File: config.mk
export PLATFORM = sky130hd
export DESIGN_NAME = team_06_input_emulator
export DESIGN_NICKNAME = d
export VERILOG_FILES = /design/src/rtl/team_06_input_emulator.sv
export SDC_FILE = /design/constraint.sdc
export NUM_CORES = 1
export LEC_CHECK = 0
export ABC_AREA = 1
export CORE_AREA = 2 2 66 68
export DETAILED_ROUTE_END_ITERATION = 16
export DIE_AREA = 0 0 68 70
export HOLD_SLACK_MARGIN = 0.08
export PLACE_DENSITY = 0.69
export SLEW_MARGIN = 40
export SYNTH_ARGS = -nofsm -noshare
export SYNTH_HDL_FRONTEND = slang
export SYNTH_SLANG_ARGS = --single-unit
File: constraint.sdc
create_clock -name clk -period 3.1 [get_ports clk]
set_clock_uncertainty 0.05 [all_clocks]
set_input_delay 0.62 -clock clk [delete_from_list [all_inputs] [get_ports clk]]
set_output_delay 0.62 -clock clk [all_outputs]
set_load 0.05 [all_outputs]
File: src/rtl/team_06_input_emulator.sv
// Drives quadrature encoder phases and button press/release pulses from a one-deep command handshake.
// All outputs are registered; a zero-count or invalid command stays idle and flags done one cycle later.
module team_06_input_emulator #(
  parameter int DWELL = 8,
  parameter int HOLD  = 6000,
  parameter int GAP   = 6000
) (
  input  logic       clk,
  input  logic       nrst,
  input  logic       cmd_valid,
  output logic       cmd_ready,
  input  logic [2:0] cmd_op,
  input  logic [3:0] cmd_count,
  output logic [1:0] vol,
  output logic [3:0] pbs,
  output logic       done
);

  typedef enum logic [1:0] {IDLE, STEP, PRESS, RELEASE} state_t;

  localparam logic [15:0] DWELL_M1 = 16'(DWELL - 1);
  localparam logic [15:0] HOLD_M1  = 16'(HOLD - 1);
  localparam logic [15:0] GAP_M1   = 16'(GAP - 1);

  state_t      state, state_nxt;
  logic [15:0] cnt, cnt_nxt;
  logic [3:0]  rem, rem_nxt;
  logic        acw, acw_nxt;
  logic [1:0]  btn, btn_nxt;
  logic        zpend, zpend_nxt;
  logic [1:0]  vol_nxt;
  logic [3:0]  pbs_nxt;
  logic        done_nxt;
  logic [2:0]  op_m2;

  assign op_m2 = cmd_op - 3'd2;

  always_ff @(posedge clk) begin
    if (!nrst) begin
      state <= IDLE;
      cnt   <= '0;
      rem   <= '0;
      acw   <= 1'b0;
      btn   <= '0;
      zpend <= 1'b0;
      vol   <= 2'b00;
      pbs   <= 4'b0000;
      done  <= 1'b0;
    end else begin
      state <= state_nxt;
      cnt   <= cnt_nxt;
      rem   <= rem_nxt;
      acw   <= acw_nxt;
      btn   <= btn_nxt;
      zpend <= zpend_nxt;
      vol   <= vol_nxt;
      pbs   <= pbs_nxt;
      done  <= done_nxt;
    end
  end

  always_comb begin
    state_nxt = state;
    cnt_nxt   = cnt;
    rem_nxt   = rem;
    acw_nxt   = acw;
    btn_nxt   = btn;
    zpend_nxt = 1'b0;
    vol_nxt   = vol;
    pbs_nxt   = pbs;
    done_nxt  = zpend;
    unique case (state)
      IDLE: begin
        if (cmd_valid) begin
          if (cmd_count == 4'd0 || cmd_op > 3'd5) begin
            zpend_nxt = 1'b1;
          end else if (cmd_op < 3'd2) begin
            state_nxt = STEP;
            acw_nxt   = cmd_op[0];
            rem_nxt   = cmd_count;
            cnt_nxt   = '0;
          end else begin
            // Entering with an expired gap makes the first press land on the next edge.
            state_nxt = RELEASE;
            btn_nxt   = op_m2[1:0];
            rem_nxt   = cmd_count;
            cnt_nxt   = '0;
          end
        end
      end
      STEP: begin
        if (cnt != '0) begin
          cnt_nxt = cnt - 16'd1;
        end else if (rem != '0) begin
          // Gray step: CW 00->01->11->10, ACW the reverse.
          vol_nxt = acw ? {~vol[0], vol[1]} : {vol[0], ~vol[1]};
          rem_nxt = rem - 4'd1;
          cnt_nxt = DWELL_M1;
        end else begin
          state_nxt = IDLE;
          done_nxt  = 1'b1;
        end
      end
      RELEASE: begin
        if (cnt != '0) begin
          cnt_nxt = cnt - 16'd1;
        end else if (rem != '0) begin
          pbs_nxt   = 4'b0001 << btn;
          rem_nxt   = rem - 4'd1;
          cnt_nxt   = HOLD_M1;
          state_nxt = PRESS;
        end else begin
          state_nxt = IDLE;
          done_nxt  = 1'b1;
        end
      end
      PRESS: begin
        if (cnt != '0) begin
          cnt_nxt = cnt - 16'd1;
        end else begin
          pbs_nxt   = 4'b0000;
          cnt_nxt   = GAP_M1;
          state_nxt = RELEASE;
        end
      end
      default: state_nxt = IDLE;
    endcase
  end

  always_comb begin
    cmd_ready = (state == IDLE);
  end

endmodule

=== Word-level counts from Yosys, hierarchy flattened ===
Index checks and enable logic that the tools add are counted.

* Register bits: 33
* Input bits: 10
* Output and inout bits: 8
* Logic and storage cells: 81

* Add/sub/neg operators: 3
* Magnitude comparators: 2
* Equal/unequal tests: 14
* Shift operators: 1
* Multiplexer cells: 31
* Bitwise operators: 5
* Reductions and logical operators: 16

{| class="wikitable"
|+ Operator list
! cell !! number
|-
| $mux 16 || 7
|-
| $pmux 16 s4 || 1
|-
| $mux 4 || 7
|-
| $mux 2 || 9
|-
| $ne 2x2->1 const B || 8
|-
| $pmux 4 s2 || 2
|-
| $reduce_and 4->1 || 4
|-
| $reduce_bool 16->1 || 1
|-
| $sub 16x1->16 const B || 1
|-
| $pmux 2 s4 || 1
|-
| $ne 3x3->1 const B || 2
|-
| $reduce_and 3->1 || 2
|-
| $reduce_and 6->1 || 1
|-
| $not 1->1 || 5
|-
| $reduce_and 5->1 || 1
|-
| $eq 2x2->1 const B || 2
|-
| $logic_not 4->1 || 1
|-
| $mux 1 || 4
|-
| $reduce_bool 2->1 || 2
|-
| $reduce_bool 4->1 || 1
|-
| $shl 1x2->4 const A || 1
|-
| $sub 4x1->4 const B || 1
|-
| $gt 3x3->1 const B || 1
|-
| $lt 3x2->1 const B || 1
|-
| 6 further kinds || 6
|}

=== Longest topological paths before layout ===
* Depth in word-level cells: 5
* Mapped depth: 11
* Gate-level depth less buffers: 11

=== Least setup slack after synthesis ===
No wires, ideal clock.

* Path kind: reg-to-reg
* Start: reg state[0]
* End: reg cnt[10]
* Setup time: 132 ps
* Data arrival time: 1429 ps
* Data required time: 2918 ps
* Path slack: 1488 ps
* Cell stages (with the launch flop): 9
* Buffers on the path: 2
* Clock period less this slack: 1612 ps
* Cell sequence: dfxtp_1 -> buf_4 -> nor2_4 -> nand2_1 -> nand2_4 -> inv_2 -> buf_6 -> nand3_1 -> a21oi_1

* Word-level cells in the longest chain between the ends: 3
* Elaborated cells on any way between the ends: 10

{| class="wikitable"
|+ RTL lines
! what !! RTL line !! text
|-
| from (decl) || 25 || <nowiki>state_t state, state_nxt;</nowiki>
|-
| from (signal assigned) || 50 || <nowiki>state <= state_nxt;</nowiki>
|-
| $logic_not 2->1 (*) || - ||
|-
| via cmd_ready || 11 || <nowiki>output logic cmd_ready,</nowiki>
|-
| $ne 2x2->1 (no source line) || - ||
|-
| $reduce_and 4->1 (no source line) || - ||
|-
| to (signal assigned) || 51 || <nowiki>cnt <= cnt_nxt;</nowiki>
|-
| to (decl) || 26 || <nowiki>logic [15:0] cnt, cnt_nxt;</nowiki>
|}

Mark *: on every way through the listed nets, which the timed path passes. The rest lies on a longest branch.
A chain may end at the register's enable or synchronous reset.

=== Final worst setup path ===
* Start: reg state[0]
* End: out cmd_ready

* Word-level cells in the longest chain between the ends: 1

{| class="wikitable"
|+ RTL lines
! what !! RTL line !! text
|-
| $logic_not 2->1 || 131 || <nowiki>cmd_ready = (state == IDLE);</nowiki>
|-
| to (decl) || 11 ||
|}

Every way passes these cells.

==> reports/metrics.yaml <==
synth_area_um2: 1940
cts_resized: 0
dieArea_um2: 4760
r2r_cells: 9
initial_utilization_pct: 46.8
cap_violations: 0
worstPathArrival_ns: 1.80
cpMaxStageDelayCell: "clkdlybuf4s50_1"
core_area_um2: 4140
vias_per_cell: 5.07
dp_cells: 356
diodes: 0
power-per-cell-area_nw_per_um2: 1230
clk_latency_ns: 0.29
post_cts_buffers: 0
final_cells: 364
ioPinCount: 18
startpoint_type: "flip-flop"
crit_path_max_fanout: 9
setup.worst_path.start: "state[0]$_SDFFE_PN0P_"
final_cell_mix: "70 x nand2_1, 34 x nor2_1, 33 x dfxtp_1"
wirelength_um: 4180
fin_nets: 323
met3WireLength_um: 177
setup_viol: 0
max_stage_delay_ns: 0.83
synth_top_family_by_area: "simple AND/OR/NAND/NOR gates"
ir_drop_mv: 0.581
cts-htree-levels: 2
synth_fa_ha_area_share_pct: 1.29
cts_num_sinks: 33
fmax_mhz: 405
ant_nets: 0
synthMuxAreaShare_pct: 0
synth_compound_area_share_pct: 14.4
fillerInstances: 419
fin_crit_sh_pct: 79.6
cp_data_required_time_ns: 2.43
hold_buffers: 0
antenna_found_initial: 0
crit_type: "reg2out"
yosysWarnings: 0
met1Wirelength_um: 1900
num_vias: 1847
hp-class: "reg2reg"
max_slew_margin_pct: 66.2
synth.avg_cell_area_um2: 6.64
p_leak_uw: 0.000959
tritoncts: "done"
first_pass_iters: 4
crit_chain: "nor2_4, clkdlybuf4s50_1"
rsz0062_at_grt: "false"
finalMaxSlewViolations: 0
clock_path_buffers: 2
row_count: 24
final_core_util_pct: 54.5
drive_gt1_share_pct: 9.29
fp.dieW_um: 68
area_growth_pct: 16.5
highest_layer: "met4"
cts_buffers: 5
syn-num-nets: 304
yosys.area_share.simple_pct: 38.5
r2r-start: "cnt[0]$_SDFFE_PN0P_"
drt-initial-drc-count: 95
reg2reg_slack_ns: 1.20
wl_met2_um: 2080
crit_path_end: "cmd_ready"
drc: 0
portBuffers: 17
ys_ff_latch: 33
final_common_cell: "nand2_1"
tightestPinTransition_ns: 0.506
synth_xor_area_share_pct: 3.16
globalplace.congestion: 0.847
grt_max_degree: 18
outcome: "finished clean"
overflow: 0
grt_usage_pct: 19.5
die_h_um: 70
finalSetupTns_ns: 0
ys_seq_area_share_pct: 34.1
syn_inst: 292
min_period_ns: 2.47
cts_root_buffer: "clkbuf_8"
hold_viol: 0
r2r_end: "cnt[12]$_SDFFE_PN0P_"
ys_types: 31
grt_first_pass_wirelength_um: 7140
path_clk_slew_ns: 0.07
grt_pass1_vias: 1672
dp.final_hpwl_um: 3120
worst_slack_ns: 0.633
dp_slack_ns: 0.809
crit_path_end_kind: "output pin"
drt-wirelength-per-cell_um: 11.5
==> layer usage <==
metal  vias up  track usage (%)
met5         -                0
met4         0             5.33
met3         5             4.51
met2        36             33.2
met1       818             24.1
li1        988                -
==> cells in the mapped netlist <==
cell / count / area share [%]
a21oi_1: 32 / 8.3
a22oi_1: 1 / 0.39
and2_1: 1 / 0.32
buf_2: 1 / 0.26
buf_4: 1 / 0.39
buf_6: 2 / 1.2
clkbuf_1: 2 / 0.39
dfxtp_1: 33 / 34
ha_1: 2 / 1.3
inv_1: 30 / 5.8
inv_2: 3 / 0.58
nand2_1: 70 / 14
nand2_2: 4 / 1.3
nand2_4: 2 / 1.2
nand3_1: 26 / 6.7
nand3_4: 1 / 0.90
nand3b_1: 1 / 0.39
nand4_1: 7 / 2.3
nor2_1: 34 / 6.6
nor2_2: 5 / 1.6
nor2_4: 3 / 1.7
nor2_8: 1 / 1.0
nor3_1: 2 / 0.52
nor3b_1: 1 / 0.39
o21a_1: 1 / 0.39
o21ai_0: 16 / 4.1
o21ai_2: 1 / 0.45
o21bai_1: 1 / 0.39
o31ai_1: 1 / 0.39
xnor2_1: 3 / 1.4
xor2_1: 4 / 1.8
==> cells by family after synthesis <==
logic type                 count (synthesis)
DFF                                       33
xor gates and xnor gates                   7
buffers and inverters                     39
and+or+nand+nor                          158
AOI/OAI and AO/OA                         53
adders and majority gates                  2
==> stage by stage <==
stage          hold slack [ns]  power [uW]  cell area (um^2)
6_report                 0.382        2770              2260
5_1_grt                  0.403        3030              2260
4_1_cts                  0.386        2790              2260
3_5_place_dp             0.375        2360              2140
3_3_place_gp             0.376        2340              2140
2_1_floorplan            0.365        2040              1940
==> final cells by class <==
cell class              instances  area (um^2)  share of cell area (%)
multi-input cells             220         1110                    49.2
clock inverters                 2         37.5                    1.66
flip-flops and latches         33          661                    29.3
well taps                      52         65.1                    2.88
repair buffers                 18          178                    7.87
clock buffers                   6         82.6                    3.66
inverters                      33          124                    5.48
==> sequential cells by signal, indices dropped and copies added, names as in the netlist <==
signal,flops
cnt,16
pbs,4
rem,4
btn,2
state,2
vol,2
acw,1
done,1
zpend,1
==> worst max-delay path, delay by kind of cell, from the launching register on <==
| kind | cells | cell delay, ns |
|---|---|---|
| buffers and inverters | 1 | 0.83 |
| DFF | 1 | 0.43 |
| and+or+nand+nor | 1 | 0.24 |
==> report_power, final <==
part / internal [uW] / leakage [uW] / switching, uW
Clock: 261 / 0.0000574 / 161
Combinational: 580 / 0.000633 / 1090
Sequential: 544 / 0.000269 / 132
Total: 1390 / 0.000959 / 1380
==> worst min path at each step <==
stage                      from  slack [ns]  cells past startpoint         endpoint
3_5_place_dp   zpend$_SDFF_PN0_        0.37                      2  done$_SDFF_PN0_
6_report       zpend$_SDFF_PN0_        0.38                      2  done$_SDFF_PN0_
5_1_grt        zpend$_SDFF_PN0_        0.40                      2  done$_SDFF_PN0_
4_1_cts        zpend$_SDFF_PN0_        0.39                      2  done$_SDFF_PN0_
2_1_floorplan  zpend$_SDFF_PN0_        0.37                      2  done$_SDFF_PN0_
3_3_place_gp   zpend$_SDFF_PN0_        0.38                      2  done$_SDFF_PN0_
Note: power is estimated with default switching activity, not from simulation.
